<file path="src/rtl/iddr2_rx_align.sv">
// iddr2_rx_align: word-alignment controller for a bank of IDDR2 DDR input lanes.
// Each lane's rising/falling samples are shifted into a 2*WORD_W history. A lane
// word is a WORD_W window into that history at the lane's bit-slip offset.
// Training flushes the IDDR2 bank, fills the history, then slips each lane until
// it repeatedly matches TRAIN_PAT. Once all lanes lock, aligned words stream out.
//
// Output handshake: word_valid is a one-cycle strobe with no ready/backpressure.
// The receiver must take word_out in every cycle where word_valid=1. word_out
// holds its value between strobes.
module iddr2_rx_align #(
    parameter int                LANES     = 2,
    parameter int                WORD_W    = 8,
    parameter logic [WORD_W-1:0] TRAIN_PAT = 8'hA5,
    parameter int                MATCH_CNT = 4,
    parameter int                FLUSH_CYC = 4
) (
    input  logic                              C0,
    input  logic                              R,
    input  logic                              train,
    input  logic [LANES-1:0]                  q0,
    input  logic [LANES-1:0]                  q1,
    output logic                              iddr_ce,
    output logic                              iddr_rst,
    output logic [LANES*WORD_W-1:0]           word_out,
    output logic                              word_valid,
    output logic                              locked,
    output logic                              align_err,
    output logic [LANES*$clog2(WORD_W)-1:0]   slip,
    output logic [2:0]                        fsm_state
);

    localparam int SW = $clog2(WORD_W);
    localparam int PW = $clog2(WORD_W / 2);
    localparam int MW = $clog2(MATCH_CNT + 1);
    localparam int TW = $clog2(2 * WORD_W + 1);
    localparam int CW = $clog2(WORD_W + FLUSH_CYC + 1);

    localparam logic [SW-1:0] OFF_LAST   = SW'(WORD_W - 1);
    localparam logic [PW-1:0] PH_LAST    = PW'(WORD_W / 2 - 1);
    localparam logic [MW-1:0] MATCH_MAX  = MW'(MATCH_CNT);
    localparam logic [TW-1:0] TRY_MAX    = TW'(2 * WORD_W);
    localparam logic [CW-1:0] FLUSH_LAST = CW'(FLUSH_CYC - 1);
    localparam logic [CW-1:0] FILL_LAST  = CW'(WORD_W - 1);

    typedef enum logic [2:0] {
        ST_IDLE   = 3'd0,
        ST_FLUSH  = 3'd1,
        ST_FILL   = 3'd2,
        ST_SEARCH = 3'd3,
        ST_LOCKED = 3'd4,
        ST_FAIL   = 3'd5
    } state_t;

    state_t state;
    state_t nxt;

    logic [CW-1:0]       cnt;
    logic [PW-1:0]       ph;
    logic                boundary;

    logic [2*WORD_W-1:0] sr        [LANES];
    logic [SW-1:0]       off       [LANES];
    logic [MW-1:0]       mcnt      [LANES];
    logic [TW-1:0]       tries     [LANES];

    logic [WORD_W-1:0]   lane_word [LANES];
    logic [SW-1:0]       off_nxt   [LANES];
    logic [MW-1:0]       mcnt_nxt  [LANES];
    logic [TW-1:0]       tries_nxt [LANES];
    logic [LANES*WORD_W-1:0] words;
    logic                all_match;
    logic                any_fail;

    // Word boundary: last phase of a word (only meaningful in SEARCH/LOCKED)
    assign boundary = (ph == PH_LAST);

    // State register; reset wins over everything
    always_ff @(posedge C0) begin
        if (R) begin
            state <= ST_IDLE;
        end else begin
            state <= nxt;
        end
    end

    // Next-state logic; a train pulse restarts training from any state
    always_comb begin
        nxt = state;
        if (train) begin
            nxt = ST_FLUSH;
        end else begin
            case (state)
                ST_IDLE:   nxt = ST_IDLE;
                ST_FLUSH:  if (cnt == FLUSH_LAST) nxt = ST_FILL;
                ST_FILL:   if (cnt == FILL_LAST) nxt = ST_SEARCH;
                ST_SEARCH: begin
                    if (boundary) begin
                        if (all_match) begin
                            nxt = ST_LOCKED;
                        end else if (any_fail) begin
                            nxt = ST_FAIL;
                        end
                    end
                end
                ST_LOCKED: nxt = ST_LOCKED;
                ST_FAIL:   nxt = ST_FAIL;
                default:   nxt = ST_IDLE;
            endcase
        end
    end

    // Moore outputs decoded from the current state
    always_comb begin
        iddr_ce   = 1'b0;
        iddr_rst  = 1'b0;
        locked    = 1'b0;
        align_err = 1'b0;
        case (state)
            ST_FLUSH:  iddr_rst  = 1'b1;
            ST_FILL:   iddr_ce   = 1'b1;
            ST_SEARCH: iddr_ce   = 1'b1;
            ST_LOCKED: begin
                iddr_ce = 1'b1;
                locked  = 1'b1;
            end
            ST_FAIL:   align_err = 1'b1;
            default:   iddr_ce   = 1'b0;
        endcase
    end

    assign fsm_state = state;

    // Dwell counter for FLUSH and FILL; restarts on every state change or train
    always_ff @(posedge C0) begin
        if (R) begin
            cnt <= '0;
        end else if (train || (nxt != state)) begin
            cnt <= '0;
        end else if ((state == ST_FLUSH) || (state == ST_FILL)) begin
            cnt <= cnt + 1'b1;
        end
    end

    // Word phase: held at 0 through FILL, free-running while the IDDR2 is enabled
    always_ff @(posedge C0) begin
        if (R) begin
            ph <= '0;
        end else if (train || (state == ST_FILL)) begin
            ph <= '0;
        end else if (iddr_ce) begin
            ph <= (ph == PH_LAST) ? '0 : ph + 1'b1;
        end
    end

    // Per-lane word extraction and the candidate update for a search boundary
    always_comb begin
        all_match = 1'b1;
        any_fail  = 1'b0;
        words     = '0;
        for (int l = 0; l < LANES; l++) begin
            lane_word[l] = sr[l][off[l] +: WORD_W];
            words[l*WORD_W +: WORD_W] = lane_word[l];
            if (lane_word[l] == TRAIN_PAT) begin
                mcnt_nxt[l]  = (mcnt[l] == MATCH_MAX) ? MATCH_MAX : mcnt[l] + 1'b1;
                off_nxt[l]   = off[l];
                tries_nxt[l] = tries[l];
            end else begin
                mcnt_nxt[l]  = '0;
                off_nxt[l]   = (off[l] == OFF_LAST) ? '0 : off[l] + 1'b1;
                tries_nxt[l] = (tries[l] == TRY_MAX) ? TRY_MAX : tries[l] + 1'b1;
            end
            if (mcnt_nxt[l] != MATCH_MAX) all_match = 1'b0;
            if (tries_nxt[l] == TRY_MAX)  any_fail  = 1'b1;
        end
    end

    // Per-lane history shift plus slip/match/try bookkeeping
    always_ff @(posedge C0) begin
        if (R) begin
            for (int l = 0; l < LANES; l++) begin
                sr[l]    <= '0;
                off[l]   <= '0;
                mcnt[l]  <= '0;
                tries[l] <= '0;
            end
        end else begin
            for (int l = 0; l < LANES; l++) begin
                sr[l] <= {sr[l][2*WORD_W-3:0], q0[l], q1[l]};
                if (train) begin
                    off[l]   <= '0;
                    mcnt[l]  <= '0;
                    tries[l] <= '0;
                end else if ((state == ST_SEARCH) && boundary) begin
                    off[l]   <= off_nxt[l];
                    mcnt[l]  <= mcnt_nxt[l];
                    tries[l] <= tries_nxt[l];
                end
            end
        end
    end

    // Aligned word register: captured once per boundary while locked
    always_ff @(posedge C0) begin
        if (R) begin
            word_out   <= '0;
            word_valid <= 1'b0;
        end else begin
            word_valid <= 1'b0;
            if ((state == ST_LOCKED) && boundary && !train) begin
                word_out   <= words;
                word_valid <= 1'b1;
            end
        end
    end

    // Pack per-lane offsets onto the slip bus
    always_comb begin
        slip = '0;
        for (int l = 0; l < LANES; l++) begin
            slip[l*SW +: SW] = off[l];
        end
    end

endmodule

</file>
<file path="config.mk">
export PLATFORM = sky130hd
export DESIGN_NAME = iddr2_rx_align
export DESIGN_NICKNAME = d
export VERILOG_FILES = /design/src/rtl/iddr2_rx_align.sv
export SDC_FILE = /design/constraint.sdc
export NUM_CORES = 1
export LEC_CHECK = 0
export CORE_UTILIZATION = 58
export CTS_CLUSTER_SIZE = 12
export DETAILED_ROUTE_END_ITERATION = 12
export PLACE_DENSITY_LB_ADDON = 0.12
export SETUP_SLACK_MARGIN = 0.1
export SLEW_MARGIN = 20
export SYNTH_ARGS = -nofsm -noshare
export SYNTH_HDL_FRONTEND = slang
export SYNTH_SLANG_ARGS = --single-unit
</file>
<file path="constraint.sdc">
create_clock -name C0 -period 2.98 [get_ports C0]
set_input_delay 0.894 -clock C0 [delete_from_list [all_inputs] [get_ports C0]]
set_output_delay 0.894 -clock C0 [all_outputs]
set_load 0.02 [all_outputs]
</file>
Word-level counts from Yosys, hierarchy flattened

Memory sizes are Yosys's and may differ from the RTL's.
Cells that the tools add are included.
Widths: inputs -> output; s select.

Register bits after elaboration: 26
RAM bits: 54
Input bits: 7
Output and inout bits: 30
Word-level logic and storage cells: 117
Memories kept: 4

$add $sub $neg: 8
Equal/unequal tests: 21
Shifts and indexed selects: 2
Muxes and demuxes: 53
Bitwise operators: 14
Reduce and logical (&&, ||, !) cells: 10

Memories:

| memory | depth | width | read ports | clocked after memory_dff | wr ports | line | text |
|---|---|---|---|---|---|---|---|
| sr     | 2     | 16    | 2          | 0                        | 2        | 61   | `logic [2*WORD_W-1:0] sr [LANES];` |
| tries  | 2     | 5     | 2          | 0                        | 2        | 64   | `logic [TW-1:0] tries [LANES];` |
| mcnt   | 2     | 3     | 2          | 0                        | 2        | 63   | `logic [MW-1:0] mcnt [LANES];` |
| off    | 2     | 3     | 2          | 0                        | 2        | 62   | `logic [SW-1:0] off [LANES];` |

Operators by type and width:

| kind                | number |
|---|---|
| $mux 3              | 22 |
| $mux 5              | 8 |
| $mux 16             | 2 |
| $shiftx 16x4->8     | 2 |
| $eq 5x5->1 const B  | 4 |
| $mux 1              | 19 |
| $eq 3x3->1 const B  | 6 |
| $eq 8x8->1 const B  | 2 |
| $pmux 3 s5          | 1 |
| $or 1x1->1          | 14 |
| $add 3x1->3 const B | 4 |
| $add 5x1->5 const B | 2 |
| $eq 3x2->1 const B  | 2 |
| $ne 3x3->1 const B  | 2 |
| $add 4x1->4 const B | 1 |
| $eq 4x2->1 const B  | 1 |
| $eq 4x3->1 const B  | 1 |
| $reduce_or 2->1     | 2 |
| $eq 3x1->1 const B  | 1 |
| $logic_and 1x1->1   | 3 |
| $logic_or 1x1->1    | 3 |
| $ne 3x3->1          | 1 |
| $reduce_or 3->1     | 1 |
| $add 2x1->2 const B | 1 |
| other kinds (3)     | 3 |

Logic depth before layout (Yosys ltp)

Depth after elaboration: 14
Mapped depth: 10
Depth with buffers taken out: 9

Worst setup path after synthesis

Ideal clock, no wire load.

Path kind: reg2reg
Start: mem off[0][0] (netlist name)
End: reg cnt[0]
Data arrival time: 2.687 ns
Required time: 2.844 ns
Setup slack: 0.157 ns
Cell stages (with the launch flop): 8
Cell sequence: edfxtp_1 > mux4_2 > or2_0 > or3_4 > a2111oi_4 > a211oi_2 > o31ai_4 > o32ai_1

RTL lines:

| what                 | line | text |
|---|---|---|
| from (decl)          | 62   |  |
| to (signal assigned) | 140  | `cnt <= cnt + 1'b1;` |
| to (decl)            | 57   | `logic [CW-1:0] cnt;` |

==> impl_metrics.toml <==
[placement]
dp_hpwl_um = 6640
routabilityCongestion = 0.949
place_inst = 558
placed_area_um2 = 4920
port_buffers = 36
pre_cts_slack_ps = 67.6

[synth]
synth_fp_nets = 453
synth_seq_cells = 78
yosys_warnings = 0
netlist_instances = 432
ys_seq_area_frac = 0.403
synth_edf_count = 22
synth.distinct_cells = 65
syn_area_per_cell_um2 = 10.2
async_reset_ff_frac = 0
ys.flop_type = "dfxtp_1"
netlist_area_um2 = 4420

[worst_setup_path]
path_cells = "mux4_2, or2_0, nor3_1, nor3_1, a311oi_2, o31ai_4, buf_4, o32ai_1"
cp_max_fo = 6
reg2reg_from = "off[0][0]"
arrival_ps = 3070
crit_type = "reg -> reg"
reg2reg_to = "cnt[3]"
cp-start-kind = "flip-flop"
required_ps = 3240
rr_worst_depth = 8
crit_slowest_cell = "mux4_2"
cpMostUsedCell = "nor3_1"
ff2ff_setup_slack_ps = 170
slowest_delay_ps = 590
cp-end-kind = "flip-flop"

[detailed_routing]
dr.pass1.iters = 4
routedWlPerCell_um = 16.4
dr.first_iter.drc_count = 148
routed_wl_um = 9540
drc_errors = 0
vias = 3471
ant_nets = 0
vias_per_cell = 5.95

[global_routing]
grtUsageMet3 = 0.0619
grt-ovfl-total = 0
use_met2 = 0.415
grt_use_total = 0.245
top_usage_layer = "met2"
grt_pass1_wl_um = 14700
antenna_found_initial = 0
grt_max_degree = 49
grt_pass1_vias = 3107
use_met1 = 0.311

[min_path]
hold_path_end = "ph[1]"
timing.hold.worst.class = "reg -> reg"
whs_path_depth = 2
hp-start = "ph[1]"

[floorplanning]
placeableCoreArea_um2 = 7330
start_util = 0.603
io_pins = 37
die_area_um2 = 7980
die_h_um = 89.3
core.rowCount = 31
die_w_um = 89.3

[layout]
area_delta_synth_final_pct = 20.0
multiInputGateArea_um2 = 2570
antenna_cells = 0
regArea_um2 = 1780
layout.nets = 501
n_fill_cell = 522
post-route-util = 0.724
final_cell_mix = "dfxtp_1, nor2_1, clkdlybuf4s50_1"
drive_above_1_share = 0.192
stdcell_area_um2 = 5310
mostFrequentLayoutCell = "dfxtp_1"
final_cells = 583

[clock_network]
clk_path_buf_depth = 2
cts_tree = "built"
clock_latency_ps = 360
ctsHoldBuffers = 0
cts_root_buffer = "clkbuf_8"
clk_pin_slew_worst_paths_ps = 80
cts-htree-levels = 3
cts_sinks = 78
cts_buffers = 9

[sta]
report.final.slew_viol_count = 0
fin_skew_ps = 9.32
hold_violations = 0
fin_ws_ps = 170
fin_crit_sh = 0.943
achievable-frequency_mhz = 356
setup_viol = 0
fin_crit_ps = 2810
setup_tns_ps = 0
slew_headroom = 0.629
worst_slew_pin_slew_ps = 557
grt_setup_unrepaired = "true"

[pwr]
vdd_ir_drop_max_uv = 321
total_leakage_power_uw = 0.00183
power.density_nw_per_um2 = 416

[run_status]
status = "complete, no violations"

[run]
drv_cap = 0
[through the flow]
| step | power [µW] | hold slack, ps |
|---|---|---|
| floorplan | 1280 | 433 |
| global placement | 1330 | 447 |
| detailed placement | 1330 | 457 |
| CTS | 2200 | 468 |
| global route | 2270 | 496 |
| finish | 2210 | 470 |
[worst max-delay path: cells and delay by family, from the launching register on]
family	cells	cell delay, ps
and+or+nand+nor	3	770
DFF	1	460
muxes	1	590
buffers and inverters	1	170
AOI/OAI and AO/OA	3	730
[synthesized netlist by cell type (2+ instances only)]
master    count  share of area
dfxtp_1      56           0.25
nor2_1       45          0.038
nor2b_1      36          0.051
nand2_1      29          0.025
edfxtp_1     22           0.15
mux4_2       22           0.11
mux2i_1      17          0.038
clkbuf_1     15          0.013
inv_1        15          0.013
ha_1         14          0.040
nor3_1       14          0.016
a211oi_1     13          0.022
a21oi_1      11          0.012
nand3_1      11          0.012
o21ai_0      10          0.011
xnor2_1       8          0.016
and2_1        6         0.0085
nand2b_1      6         0.0085
or3_1         6         0.0085
a311oi_1      5         0.0099
nor3b_1       5         0.0085
and3_1        4         0.0057
mux2_2        4          0.010
o32ai_1       4         0.0079
nand3b_1      3         0.0051
nand4_1       3         0.0042
o21a_1        3         0.0051
or2_2         3         0.0042
a21oi_2       2         0.0040
buf_2         2         0.0023
buf_4         2         0.0034
buf_6         2         0.0051
xor2_1        2         0.0040
[worst max path at each step]
stage | cells past startpoint | to | start
floorplan | 7 | cnt[0] | off[0][0]
global placement | 7 | cnt[1] | off[0][0]
detailed placement | 7 | cnt[1] | off[0][0]
CTS | 5 | iddr_ce | fsm_state[1]
global route | 3 | iddr_rst | fsm_state[0]
finish | 8 | cnt[3] | off[0][0]
[cells by family (layout without fill, tap and decap cells)]
logic type      count (synthesis)  after routing  share of synthesized area
simple gates                  183            183                      0.221
mux                            43             43                      0.161
compound gates                 66             66                      0.118
xor+xnor                       10             10                     0.0198
fa+ha+maj                      14             14                     0.0396
buf+inv                        38             90                     0.0379
flops                          78             78                      0.403
[where the power goes]
part | total [µW] | internal, µW | switching [µW]
registers | 1140 | 1110 | 33.3
clock network | 883 | 493 | 390
logic | 181 | 88.4 | 92.2
total | 2210 | 1690 | 515
[sequential cells by signal, indices dropped and copies added (netlist names)]
register and count:
word_valid 1, off 6, ph 2, tries 10
word_out 16, mcnt 6, cnt 4, fsm_state 3
sr 30
[repair_timing]
item,4_1_cts,5_1_grt
pin swaps,0,5
setup endpoints to repair,5,9
buffers inserted,1,9
gates resized for setup,1,18
[metal layers]
layer | part of all wire | vias to the layer above
met3 | 0.050 | 15
met2 | 0.49 | 109
met4 | 0.016 | 0
li1 | - | 1683
met5 | 0 | -
met1 | 0.44 | 1664
[cell type report]
class | count | area share
multi-input combinational | 316 | 0.485
tap | 99 | 0.0233
timing repair buffer | 59 | 0.103
clock inverter | 5 | 0.0156
clock buffer | 10 | 0.0259
sequential | 78 | 0.336
inverter | 16 | 0.0113
No activity file was read; power rests on OpenSTA's default activity.
